<file path="src/rtl/ram_arbiter.sv">
// ram_arbiter
//   Round-robin arbiter that shares one single-port block RAM between two
//   requesters. Requester 0 is the weight loader and requester 1 is the neuron
//   compute engine. The arbiter accepts at most one access (read or write) per
//   cycle and registers the RAM command. Read data returns to the requester
//   that issued the read, marked by a one-cycle valid strobe.
//
// Parameters
//   ADDR_W  RAM address width (depth = 2**ADDR_W words)
//   DATA_W  RAM data width
//   RD_LAT  RAM read latency in clock edges, address-in to douta (1 or 2)
//
// Ports
//   clk                  system clock, rising edge
//   srst                 synchronous active-high reset
//   rN_req / rN_we       request and write-enable of requester N (N = 0, 1)
//   rN_addr / rN_wdata   word address and write data of requester N
//   rN_gnt               combinational grant; a transfer is req & gnt
//   rN_rvalid / rN_rdata read return strobe and data for requester N
//   ram_addr/ram_we/ram_din  registered command to the RAM (ena tied high)
//   ram_dout             RAM read data
module ram_arbiter #(
  parameter int ADDR_W = 10,
  parameter int DATA_W = 32,
  parameter int RD_LAT = 1
) (
  input  logic              clk,
  input  logic              srst,
  input  logic              r0_req,
  input  logic              r0_we,
  input  logic [ADDR_W-1:0] r0_addr,
  input  logic [DATA_W-1:0] r0_wdata,
  output logic              r0_gnt,
  output logic              r0_rvalid,
  output logic [DATA_W-1:0] r0_rdata,
  input  logic              r1_req,
  input  logic              r1_we,
  input  logic [ADDR_W-1:0] r1_addr,
  input  logic [DATA_W-1:0] r1_wdata,
  output logic              r1_gnt,
  output logic              r1_rvalid,
  output logic [DATA_W-1:0] r1_rdata,
  output logic [ADDR_W-1:0] ram_addr,
  output logic              ram_we,
  output logic [DATA_W-1:0] ram_din,
  input  logic [DATA_W-1:0] ram_dout
);

  // One stage for the command register plus RD_LAT stages for the RAM itself.
  localparam int PIPE_D = 1 + RD_LAT;

  logic [1:0]        req;
  logic [1:0]        gnt;
  logic              ptr_reg;   // 0: requester 0 wins a tie, 1: requester 1 wins
  logic              ptr_next;
  logic              accept;
  logic              sel;       // owner of the accepted transfer
  logic              acc_we;
  logic [ADDR_W-1:0] acc_addr;
  logic [DATA_W-1:0] acc_wdata;

  logic [ADDR_W-1:0] ram_addr_reg;
  logic              ram_we_reg;
  logic [DATA_W-1:0] ram_din_reg;

  logic              tag_valid_reg [PIPE_D];
  logic              tag_owner_reg [PIPE_D];

  assign req = {r1_req, r0_req};

  // Grant decode. Held at zero during reset so nothing is accepted then.
  always_comb begin
    gnt = 2'b00;
    if (!srst) begin
      case (req)
        2'b01:   gnt = 2'b01;
        2'b10:   gnt = 2'b10;
        2'b11:   gnt = ptr_reg ? 2'b10 : 2'b01;
        default: gnt = 2'b00;
      endcase
    end
  end

  assign accept    = |gnt;
  assign sel       = gnt[1];
  assign acc_we    = sel ? r1_we    : r0_we;
  assign acc_addr  = sel ? r1_addr  : r0_addr;
  assign acc_wdata = sel ? r1_wdata : r0_wdata;

  // After a transfer the requester that was not granted gets priority:
  // a grant to requester 0 (gnt[0]=1) hands priority to requester 1.
  assign ptr_next = accept ? gnt[0] : ptr_reg;

  // Pointer and RAM command register. Because every access enters this single
  // register in accept order, the RAM sees accesses strictly in that order.
  // A later read of a just-written address therefore returns the new data.
  always_ff @(posedge clk) begin
    if (srst) begin
      ptr_reg      <= 1'b0;
      ram_addr_reg <= '0;
      ram_we_reg   <= 1'b0;
      ram_din_reg  <= '0;
    end else begin
      ptr_reg    <= ptr_next;
      ram_we_reg <= accept & acc_we;
      if (accept) begin
        ram_addr_reg <= acc_addr;
        ram_din_reg  <= acc_wdata;
      end
    end
  end

  // Read-return tag pipeline. Stage 0 is loaded together with the command
  // register. The last stage lines up with ram_dout for that read.
  // Reset clears every stage, so reads that are in flight are dropped.
  generate
    for (genvar gi = 0; gi < PIPE_D; gi++) begin : g_tag
      if (gi == 0) begin : g_head
        always_ff @(posedge clk) begin
          if (srst) begin
            tag_valid_reg[gi] <= 1'b0;
            tag_owner_reg[gi] <= 1'b0;
          end else begin
            tag_valid_reg[gi] <= accept & ~acc_we;
            tag_owner_reg[gi] <= sel;
          end
        end
      end else begin : g_shift
        always_ff @(posedge clk) begin
          if (srst) begin
            tag_valid_reg[gi] <= 1'b0;
            tag_owner_reg[gi] <= 1'b0;
          end else begin
            tag_valid_reg[gi] <= tag_valid_reg[gi-1];
            tag_owner_reg[gi] <= tag_owner_reg[gi-1];
          end
        end
      end
    end
  endgenerate

  assign r0_gnt    = gnt[0];
  assign r1_gnt    = gnt[1];

  // Gated by srst so that no strobe shows during the reset cycle itself.
  assign r0_rvalid = ~srst & tag_valid_reg[PIPE_D-1] & ~tag_owner_reg[PIPE_D-1];
  assign r1_rvalid = ~srst & tag_valid_reg[PIPE_D-1] &  tag_owner_reg[PIPE_D-1];

  // Both ports see the RAM output. Only the strobe says which port owns it.
  assign r0_rdata  = ram_dout;
  assign r1_rdata  = ram_dout;

  assign ram_addr  = ram_addr_reg;
  assign ram_we    = ram_we_reg;
  assign ram_din   = ram_din_reg;

endmodule

</file>
<file path="config.mk">
export PLATFORM = sky130hd
export DESIGN_NAME = ram_arbiter
export DESIGN_NICKNAME = d
export VERILOG_FILES = /design/src/rtl/ram_arbiter.sv
export SDC_FILE = /design/constraint.sdc
export NUM_CORES = 1
export LEC_CHECK = 0
export CORE_MARGIN = 2
export CORE_UTILIZATION = 30
export DETAILED_ROUTE_END_ITERATION = 8
export GPL_ROUTABILITY_DRIVEN = 0
export MAX_ROUTING_LAYER = met4
export PLACE_DENSITY = 0.73
export SLEW_MARGIN = 20
export SYNTH_ARGS = -nofsm -noshare
export SYNTH_HDL_FRONTEND = slang
export SYNTH_SLANG_ARGS = --single-unit
</file>
<file path="constraint.sdc">
create_clock -name clk -period 1.9 [get_ports clk]
set_input_delay 0.38 -clock clk [delete_from_list [all_inputs] [get_ports clk]]
set_output_delay 0.38 -clock clk [all_outputs]
set_load 0.01 [all_outputs]
</file>
==> results.json, run 1 <==
{
  "status": "finished, final reports clean",
  "drtPass1Iterations": 4,
  "grt_pass1_wl_microns": 12700,
  "p_int_mw": 1.86,
  "die_x_microns": 98.4,
  "area_growth_pct": 41.7,
  "postSynthCellCount": 284,
  "ctsHoldBuffers": 0,
  "p_per_area_mw_per_mm2": 662,
  "grt_pass1_vias": 2417,
  "final_max_slew_viol_count": 0,
  "path_clk_slew_ps": 90,
  "multi_input_area_sq_um": 936,
  "hpwl_microns": 5640,
  "syn-num-nets": 406,
  "dr_total_vias": 2446,
  "antenna_found_initial": 0,
  "cts_buffers": 5,
  "timing.critical_path.to_type": "output pin",
  "h-tree-depth": 2,
  "port_buffers": 136,
  "initial_core_util_pct": 30.8,
  "diodes": 0,
  "ios": 233,
  "switching_share_pct": 25.9,
  "cp.required_ps": 1520,
  "relSlewSlack_pct": 65.7,
  "layout_common_cells": "clkdlybuf4s50_1 (131), dfxtp_1 (48), inv_1 (42), a2111oi_0 (42), a221o_1 (42)",
  "maxCapViolations": 0,
  "drive_gt1_share_pct": 8.60,
  "finClkSkew_ps": 3.98,
  "power_switching_mw": 0.648,
  "p_clk_share_pct": 30.3,
  "period_minus_slack_ps": 1760,
  "dieArea_sq_mm": 0.00968,
  "row_count": 34,
  "fmax_mhz": 567,
  "combPwrFrac_pct": 24.7,
  "overflow": 0,
  "post_drt_wl_per_cell_microns": 18.0,
  "drt_wl_total_microns": 8210,
  "hold_path.class": "flop to flop",
  "ant_nets": 0,
  "grt_use_total_pct": 16.5,
  "fill_cells": 853,
  "post-route-util_pct": 43.7,
  "clockRootBuffer": "clkbuf_8",
  "cp_max_fo": 2,
  "drt-vias-per-instance": 5.35,
  "tns_ps": 0,
  "seq_area_sq_um": 961,
  "ir_drop_uv": 239,
  "ys_warn_count": 0,
  "ctsResizeCount": 3,
  "power.leakage_nw": 1.51,
  "ys_types": 22,
  "worstMarginPinSlew_ps": 502,
  "rsz0062_at_grt": "no",
  "seq_area_frac_synth_pct": 35.9,
  "die_y_microns": 98.4,
  "nets": 470,
  "cts_tree": "done",
  "start_kind": "flop",
  "arrival_ps": 1380,
  "core_area_sq_mm": 0.00868,
  "synthesis.area_sq_mm": 0.00267,
  "insertion_delay_ps": 300,
  "cts_max_path_buffers": 2,
  "fin_crit_sh_pct": 92.7,
  "detail_route.iter0.violations": 95,
  "critical_path_class": "flop to output pin",
  "seqPwrFrac_pct": 45.0,
  "avgSynthCellArea_sq_um": 9.41,
  "setup-violations-final": 0,
  "hold_viol": 0,
  "layout_commonest_cell": "clkdlybuf4s50_1",
  "grt_start_max_net_pins": 43,
  "cts_sinks": 48,
  "largest_reg_flops": 32,
  "drc_errors": 0,
  "cts_setup_buffers": 0,
  "ys_seq_elements": 48
}
==> path summary, 6_finish.rpt <==
| path | start | end | slack [ps] | cells past startpoint |
|---|---|---|---|---|
| setup / recovery | tag_valid_reg[1]$_SDFF_PP0_ | r0_rvalid | 140 | 2 |
| hold reg to reg | tag_owner_reg[0]$_SDFF_PP0_ | tag_owner_reg[1]$_SDFF_PP0_ | 450 | 1 |
| hold / removal | tag_owner_reg[0]$_SDFF_PP0_ | tag_owner_reg[1]$_SDFF_PP0_ | 450 | 1 |
| setup reg to reg | ptr_reg$_SDFFE_PP0P_ | ram_addr[1]$_SDFFE_PP0P_ | 450 | 4 |
==> routing by layer <==
layer,vias to the layer above,GRT usage (%),wire (microns)
li1,1116,-,-
met1,1199,20.4,3440
met2,117,27.4,4060
met3,14,3.58,612
met4,0,4.21,106
met5,-,-,0
==> cell usage after synthesis <==
master / instances / area [sq um]
nand2b_1: 1 / 6.26
a21oi_1: 2 / 10.0
clkbuf_1: 19 / 71.3
a21bo_2: 1 / 10.0
nor3b_1: 1 / 7.51
buf_6: 6 / 67.6
dfxtp_1: 48 / 961
o21bai_1: 1 / 7.51
inv_1: 42 / 158
a2111oi_0: 42 / 368
and2_1: 1 / 6.26
and2_4: 1 / 8.76
nor2b_1: 3 / 18.8
buf_2: 3 / 15.0
buf_4: 64 / 480
nand3_1: 1 / 5.00
inv_2: 1 / 3.75
nor3_2: 1 / 10.0
a221o_1: 42 / 420
a211oi_1: 1 / 7.51
nand2b_4: 1 / 13.8
and3b_1: 2 / 17.5
==> per-stage QoR <==
stage / cell area, sq um / instances / power, mW / hold slack [ps] / worst slack [ps]
final: 3790 / 457 / 2.51 / 446 / 138
after global routing: 3790 / 457 / 2.63 / 466 / 49.4
after CTS: 3770 / 457 / 2.53 / 449 / 7.10
after detailed placement: 3660 / 449 / 1.77 / 426 / -275
after global placement: 3660 / 449 / 1.76 / 418 / -280
after floorplan: 2670 / 284 / 1.51 / 414 / 438
==> cell type report <==
| type | instances | area share (%) |
|---|---|---|
| clock buffer | 5 | 1.82 |
| inverter | 43 | 4.26 |
| multi-input combinational | 101 | 24.7 |
| tap | 108 | 3.57 |
| clock inverter | 3 | 1.12 |
| sequential | 48 | 25.4 |
| timing repair buffer | 149 | 39.2 |
==> power groups by stage <==
stage               Clock, mW  Combinational [mW]  Sequential, mW
floorplan                   0               0.330            1.18
global placement            0               0.610            1.15
detailed placement          0               0.618            1.15
CTS                     0.786               0.621            1.13
global route            0.825               0.663            1.14
finish                  0.760               0.620            1.13
==> logic make-up (layout without fill, tap and decap cells) <==
group	after synthesis	after routing	share of synthesized area [%]
simple gates	12	12	3.51
flops	48	48	35.9
buf+inv	135	200	29.8
compound gates	89	89	30.8
==> critical path, cell delays in order, from the launching register on <==
cell             delay [ps]
dfxtp_1                 340
nor3b_2                 190
clkdlybuf4s50_1         560
(Power assumes the default switching activity.)
==> inputs of run 2 (changes only) <==
--- a/config.mk
+++ b/config.mk
@@ -5,6 +5,7 @@
 export SDC_FILE = /design/constraint.sdc
 export NUM_CORES = 1
 export LEC_CHECK = 0
+export CORE_ASPECT_RATIO = 0.9
 export CORE_MARGIN = 2
 export CORE_UTILIZATION = 30
 export DETAILED_ROUTE_END_ITERATION = 8
==> run 2 against run 1 <==
Compared with the run above:
- combinational power barely moved
- die area barely moved
- cell count rose by 2.8%
- flip-flop and latch count did not move
- sequential share of layout area barely moved
- wire length fell by 2.6%
- critical path depth rose by 3
- first-iteration DRC count fell by 7.4%
- global-route usage barely moved
- register-to-register slack barely moved
- clock power fell by 3.3%
- critical path type is now input pin to output pin
- largest power group unchanged
==> results.json, run 2 (synthesized netlist as in run 1, its figures left out) <==
{
  "drtPass1Iterations": 4,
  "hold_path.class": "flop to flop",
  "fin_crit_sh_pct": 97.7,
  "fill_cells": 830,
  "path_clk_slew_ps": 90,
  "overflow": 0,
  "slowest_stage": "clkdlybuf4s50_1",
  "finClkSkew_ps": 3.03,
  "worst_hold_path.endpoint": "tag_valid_reg[1]$_SDFF_PP0_",
  "grt_start_max_net_pins": 46,
  "dp_slack_ps": -246,
  "drt-vias-per-instance": 5.21,
  "arrival_ps": 1480,
  "layout_common_cells": "clkdlybuf4s50_1 (133), dfxtp_1 (48), inv_1 (42), a2111oi_0 (42), a221o_1 (42)",
  "dieArea_sq_mm": 0.00968,
  "h-tree-depth": 2,
  "post-route-util_pct": 44.1,
  "finalPower_mw": 2.48,
  "cts_max_path_buffers": 2,
  "nets": 472,
  "initial_core_util_pct": 31.1,
  "largest_reg_flops": 32,
  "timing.critical_path.to_type": "output pin",
  "placed_cells": 462,
  "hpwl_microns": 5410,
  "cpPeakStageDelay_ps": 500,
  "rsz0062_at_grt": "no",
  "cp_max_fo": 2,
  "drive_gt1_share_pct": 8.26,
  "status": "finished, final reports clean",
  "insertion_delay_ps": 300,
  "core_area_sq_mm": 0.00861,
  "ios": 233,
  "final_area_sq_mm": 0.00380,
  "hold_viol": 0,
  "cts_tree": "done",
  "min_from": "tag_valid_reg[0]$_SDFF_PP0_",
  "cts_sinks": 48,
  "die_y_microns": 93.6,
  "antenna_found_initial": 0,
  "drc_errors": 0,
  "cpLargestDelayFamily": "buffers and inverters",
  "relSlewSlack_pct": 65.3,
  "dr_total_vias": 2447,
  "tns_ps": 0,
  "p_per_area_mw_per_mm2": 654,
  "final_cells": 470,
  "place_area_sq_mm": 0.00369,
  "final_max_slew_viol_count": 0,
  "period_minus_slack_ps": 1860,
  "timing.rr.start": "ptr_reg$_SDFFE_PP0P_",
  "diodes": 0,
  "grt_use_total_pct": 16.5,
  "drt_wl_total_microns": 8000,
  "power.leakage_nw": 1.50,
  "worstMarginPinSlew_ps": 507,
  "post_drt_wl_per_cell_microns": 17.0,
  "fin_ws_ps": 44.4,
  "crit_chain": "clkdlybuf4s50_1 > buf_4 > nand2b_4 > and2_4 > dlygate4sd2_1",
  "cts_buffers": 5,
  "rrSetupSlack_ps": 450,
  "setup-violations-final": 0,
  "fin_hold_ws_ps": 444,
  "maxCapViolations": 0,
  "start_kind": "input pin",
  "reg2reg_to": "ram_din[5]$_SDFFE_PP0P_",
  "ir_drop_uv": 246,
  "ff2ff_path_depth": 4,
  "fmax_mhz": 539,
  "ctsHoldBuffers": 0,
  "critPathBufInv": 3,
  "grt_pass1_vias": 2422,
  "layout_commonest_cell": "clkdlybuf4s50_1",
  "row_count": 32,
  "hold_depth": 1,
  "clockRootBuffer": "clkbuf_8",
  "ant_nets": 0,
  "critical_path_class": "input pin to output pin",
  "port_buffers": 136,
  "detail_route.iter0.violations": 88,
  "grt_pass1_wl_microns": 12600,
  "area_growth_pct": 42.0,
  "die_x_microns": 104,
  "cp.required_ps": 1520
}
[run 2: worst max-delay path by stage]
stage,start,to,slack [ps],cells after the start
3_5_place_dp,r1_req,r1_gnt,-250,4
2_1_floorplan,r1_req,r0_gnt,440,3
4_1_cts,r1_req,r1_gnt,40,4
6_report,r0_req,r1_gnt,40,5
5_1_grt,r0_req,r1_gnt,2,5
3_3_place_gp,r1_req,r1_gnt,-220,4
[run 2: metal layers]
metal  global-route usage (%)  vias to the layer above  wire [microns]
met5                        -                        -               0
met3                     3.90                       23             564
li1                         -                     1118               -
met2                     27.4                      125            3870
met1                     20.0                     1181            3420
met4                     5.63                        0             145
[run 2: timing repair]
item                       in CTS  in global routing
setup buffers                   0                  0
setup endpoints to repair       2                  0
resized for setup               3                  0
[run 2: layout make-up]
type | instances | area (sq um) | share of cell area, %
flip-flops and latches | 48 | 961 | 25.3
clock buffers | 6 | 72.6 | 1.91
repair buffers | 151 | 1490 | 39.3
clock inverters | 2 | 35.0 | 0.923
inverters | 43 | 161 | 4.25
well taps | 119 | 149 | 3.92
multi-input cells | 101 | 926 | 24.4
[run 2: where the power goes]
group | internal (mW) | total, mW | leakage, nW | switching, mW
registers | 1.09 | 1.13 | 0.398 | 0.0435
clock network | 0.391 | 0.735 | 0.0552 | 0.344
logic | 0.385 | 0.620 | 1.05 | 0.235
==> inputs of run 3 (changes only) <==
--- a/config.mk
+++ b/config.mk
@@ -7,11 +7,11 @@
 export LEC_CHECK = 0
 export CORE_ASPECT_RATIO = 0.9
 export CORE_MARGIN = 2
-export CORE_UTILIZATION = 30
+export CORE_UTILIZATION = 32
 export DETAILED_ROUTE_END_ITERATION = 8
 export GPL_ROUTABILITY_DRIVEN = 0
 export MAX_ROUTING_LAYER = met4
-export PLACE_DENSITY = 0.73
+export PLACE_DENSITY = 0.78
 export SLEW_MARGIN = 20
 export SYNTH_ARGS = -nofsm -noshare
 export SYNTH_HDL_FRONTEND = slang
==> run 3 against run 2 <==
Compared with the run above:
- hold slack improved by 6.8 ps
- wire length decreased by 4.9%
- sequential share of layout area increased by 0.092 points
- register-to-register slack about the same
- first-iteration DRC count decreased by 23%
- non-clock buffer count unchanged
- largest cell class unchanged
==> results.json, run 3 (synthesized netlist as in run 1, its figures left out) <==
{
  "grt_start_max_net_pins": 43,
  "drc_errors": 0,
  "switching_share_pct": 26.0,
  "rsz0062_at_grt": "no",
  "combPwrFrac_pct": 24.5,
  "port_buffers": 136,
  "maxCapViolations": 0,
  "worstMarginPinSlew_ps": 479,
  "ios": 233,
  "final_area_sq_mm": 0.00378,
  "core_area_sq_mm": 0.00807,
  "row_count": 31,
  "p_clk_share_pct": 30.8,
  "diodes": 0,
  "seqPwrFrac_pct": 44.7,
  "clockRootBuffer": "clkbuf_8",
  "worstSetupStartpoint": "r0_req",
  "drtPass1Iterations": 4,
  "drive_gt1_share_pct": 8.55,
  "die_x_microns": 100,
  "cts_max_path_buffers": 2,
  "overflow": 0,
  "post_drt_wl_per_cell_microns": 16.9,
  "fmax_mhz": 540,
  "dr_total_vias": 2406,
  "area_growth_pct": 41.5,
  "relSlewSlack_pct": 68.0,
  "initial_core_util_pct": 33.1,
  "ir_drop_uv": 310,
  "power.leakage_nw": 1.51,
  "post-route-util_pct": 46.9,
  "p_int_mw": 1.87,
  "critical_path_class": "input pin to output pin",
  "cts_setup_buffers": 0,
  "grt_use_total_pct": 16.5,
  "layout_commonest_cell": "clkdlybuf4s50_1",
  "hpwl_microns": 5360,
  "die_y_microns": 90.7,
  "cts_buffers": 5,
  "detail_route.iter0.violations": 68,
  "setup-violations-final": 0,
  "fin_hold_ws_ps": 451,
  "final_max_slew_viol_count": 0,
  "cts_sinks": 48,
  "place_area_sq_mm": 0.00366,
  "grt_pass1_vias": 2427,
  "hold_path.class": "flop to flop",
  "finClkSkew_ps": 8.70,
  "power_switching_mw": 0.655,
  "start_kind": "input pin",
  "tns_ps": 0,
  "timing.critical_path.to_type": "output pin",
  "insertion_delay_ps": 310,
  "grt_pass1_wl_microns": 12000,
  "period_minus_slack_ps": 1850,
  "ant_nets": 0,
  "antenna_found_initial": 0,
  "largest_reg_flops": 32,
  "h-tree-depth": 2,
  "arrival_ps": 1470,
  "fin_crit_sh_pct": 97.4,
  "drt-vias-per-instance": 5.35,
  "p_per_area_mw_per_mm2": 667,
  "drt_wl_total_microns": 7610,
  "cp.required_ps": 1520,
  "min_from": "tag_valid_reg[0]$_SDFF_PP0_",
  "dieArea_sq_mm": 0.00910,
  "cp_max_fo": 2,
  "cts_tree": "done",
  "path_clk_slew_ps": 100,
  "timing.rr.start": "ptr_reg$_SDFFE_PP0P_",
  "hold_viol": 0,
  "layout_common_cells": "clkdlybuf4s50_1 (132), dfxtp_1 (48), inv_1 (42), a2111oi_0 (42), a221o_1 (42)",
  "status": "finished, final reports clean",
  "nets": 472
}
run 3: cell count changes in the layout (fill, tap and decap cells not counted):
| cell | delta |
|---|---|
| clkbuf_1 | -1 |
| clkdlybuf4s50_1 | -1 |
| clkinv_2 | -1 |
| clkinvlp_4 | +1 |
| dlygate4sd2_1 | +1 |
| inv_6 | +1 |
| nor2b_2 | -1 |
| nor2b_4 | +1 |
run 3: critical path: stages:
cell and delay (ps):
clkdlybuf4s50_1 500, buf_4 140, nand2b_4 50, and2_4 130
dlygate4sd2_1 280
run 3: layout make-up:
cell class	count	area, sq um
fill	757	4290
timing repair buffer	151	1490
sequential	48	961
multi-input combinational	101	931
inverter	43	161
tap	99	124
clock buffer	5	68.8
clock inverter	3	46.3
run 3: per-layer routing:
metal	share of wire, %	GRT usage (%)	vias to the layer above
met3	6.7	4.49	35
met1	43	19.1	1128
met2	48	27.4	121
met4	2.6	5.94	0
li1	-	-	1122
met5	0	-	-
run 3: worst paths after layout:
check	endpoint	slack, ps	cells after the start
worst max-delay path	r1_gnt	50	5
worst min-delay path	tag_valid_reg[1]$_SDFF_PP0_	450	1
worst max register to register	ram_addr[2]$_SDFFE_PP0P_	450	4
worst min register to register	tag_valid_reg[1]$_SDFF_PP0_	450	1
run 3: what timing repair did:
item                       CTS  global route
setup endpoints to repair    2             0
hold buffers                 0             0
gates resized for setup      5             0
run 3: per-stage QoR:
stage | worst slack (ps) | std cells | power, mW
finish | 48.6 | 450 | 2.52
global route | 5.68 | 450 | 2.63
CTS | 40.7 | 450 | 2.54
detailed placement | -290 | 442 | 1.77
global placement | -241 | 442 | 1.75
floorplan | 438 | 284 | 1.51
run 3: power groups by stage:
stage / Clock (mW) / Combinational, mW / Sequential (mW)
after global routing: 0.832 / 0.659 / 1.14
after global placement: 0 / 0.606 / 1.15
after CTS: 0.792 / 0.618 / 1.13
after detailed placement: 0 / 0.617 / 1.15
final: 0.777 / 0.618 / 1.13
after floorplan: 0 / 0.330 / 1.18
==> patch: new RTL, flow settings as in run 2 <==
Change the parameter `RD_LAT` from 1 to 2. Comments in the files are not updated.
--- a/src/rtl/ram_arbiter.sv
+++ b/src/rtl/ram_arbiter.sv
@@ -23,5 +23,5 @@
   parameter int ADDR_W = 10,
   parameter int DATA_W = 32,
-  parameter int RD_LAT = 1
+  parameter int RD_LAT = 2
 ) (
   input  logic              clk,
Function: changed (a bounded check fails within 4 cycles, from zero or initial values and one cycle with srst high).
==> patch against run 2 <==
Worst setup slack improved by 90 ps; wire length fell by 0.82%; final cell count rose by 1.5%; area after synthesis rose by 2.1%; power rose by 2.8%; count of clock-buffer cells in the layout did not move; sequential cell count rose by 2; final area rose by 1.8%; highest routed layer unchanged.
==> patch: results (changes against run 2) <==
stage,metric,value,unit,change
place,Placed Cells,469,,was 462
status,run status,"finished, final reports clean",,unchanged
layout,share of layout cells above drive strength 1,0.08169,,was 0.08262
logic_synthesis,commonest cells in the netlist,"64 x buf_4, 50 x dfxtp_1, 42 x a2111oi_0, 42 x a221o_1, 42 x inv_1",,"was 64 x buf_4, 48 x dfxtp_1, 42 x a2111oi_0, 42 x a221o_1, 42 x inv_1"
logic_synthesis,ys async rst share,0,,unchanged
logic_synthesis,synthesized flop and latch total,50,,was 48
layout,post-route insts no fill,477,,was 470
grt,largest net degree at the start of global routing,43,,was 46
grt,Total GRT Usage,0.1551,,was 0.1653
power,NetSw,0.0006447,W,was 0.0006219 W
route,WL per Instance,16.64,um,was 17.03 um
grt,vias in the first global route,2358,,"was 2,422"
logic_synthesis,synth top area cells,"dfxtp_1 37%, buf_4 18%, a221o_1 15%",,"was dfxtp_1 36%, buf_4 18%, a221o_1 16%"
power,maximum VDD drop,0.0002973,V,was 0.0002459 V
route,initial DRC count,75,,was 88
setup_path,CP Max Fanout,2,,unchanged
clock_network,postcts setup bufs,0,,unchanged
logic_synthesis,Gate Count Post-Synth,289,,was 284
place,DP Area,3745,um2,was 3689 um2
logic_synthesis,syn_nets,411,,was 406
sta,Max-slew headroom,0.6671,,was 0.6535
logic_synthesis,"Seq/Total Area, Yosys",0.3666,,was 0.3594
place,port buffer count,136,,unchanged
place,dpl hpwl,5.622,mm,was 5.413 mm
power,Leakage Power,1.542,nW,was 1.503 nW
setup_path,max incr delay on CP,570,ps,was 500 ps
[patch: cell count changes after synthesis, sizes merged]
cell / delta
dfxtp: +2
clkbuf: +1
nor2b: +2
[patch: metrics by stage]
step           utilization  setup WS, ps
3_3_place_gp        0.4180        -269.8
4_1_cts             0.4302         15.91
6_report            0.4314         134.9
5_1_grt             0.4314         51.41
3_5_place_dp        0.4180        -268.3
2_1_floorplan            -         405.2
[patch: worst max-delay path, delay by kind of cell (launching register included)]
kind,cells,cell delay (ps)
buffers and inverters,1,570
flip-flops,1,330
AND/OR/NAND/NOR,1,190
[patch: cell type report]
type,instances,area [um2]
sequential,50,1001
clock buffer,6,72.57
multi-input combinational,103,943.4
inverter,43,161.4
clock inverter,2,37.54
tap,122,152.6
fill,903,5095
timing repair buffer,151,1496
[patch: per-layer routing]
metal / vias up / wire length (um) / global-route usage / share of wire
met5: - / 0 / - / 0
met4: 0 / 69 / 0.04279 / 0.0087
met3: 15 / 566 / 0.04210 / 0.071
met2: 124 / 4020 / 0.2653 / 0.51
met1: 1136 / 3282 / 0.1806 / 0.41
li1: 1132 / - / - / -
[patch: worst paths after layout]
check / cells past startpoint / to / from / slack (ps)
worst max-delay path: 2 / r0_rvalid / tag_valid_reg[2] / 130
worst min-delay path: 1 / tag_owner_reg[2] / tag_owner_reg[1] / 450
worst max register to register: 4 / ram_addr[2] / ptr_reg / 460
worst min register to register: 1 / tag_owner_reg[2] / tag_owner_reg[1] / 450
[patch: power groups by stage]
stage / clock network [W] / registers (W) / logic, W
after global routing: 0.000829 / 0.00118 / 0.000662
after global placement: 0 / 0.00119 / 0.000611
after floorplan: 0 / 0.00122 / 0.000332
final: 0.000761 / 0.00117 / 0.000620
after CTS: 0.000784 / 0.00117 / 0.000623
after detailed placement: 0 / 0.00119 / 0.000622
[patch: kinds of logic (layout without fill, tap and decap cells)]
group	count (synthesis)	count (layout)	synth area share
buffers and inverters	136	202	0.2928
flip-flops	50	50	0.3666
AND/OR/NAND/NOR	14	14	0.03896
AO/OA/AOI/OAI	89	89	0.3016
[patch: what timing repair did]
action	4_1_cts	5_1_grt
setup endpoints to repair	2	1
cloned	0	0
gates resized for setup	3	3
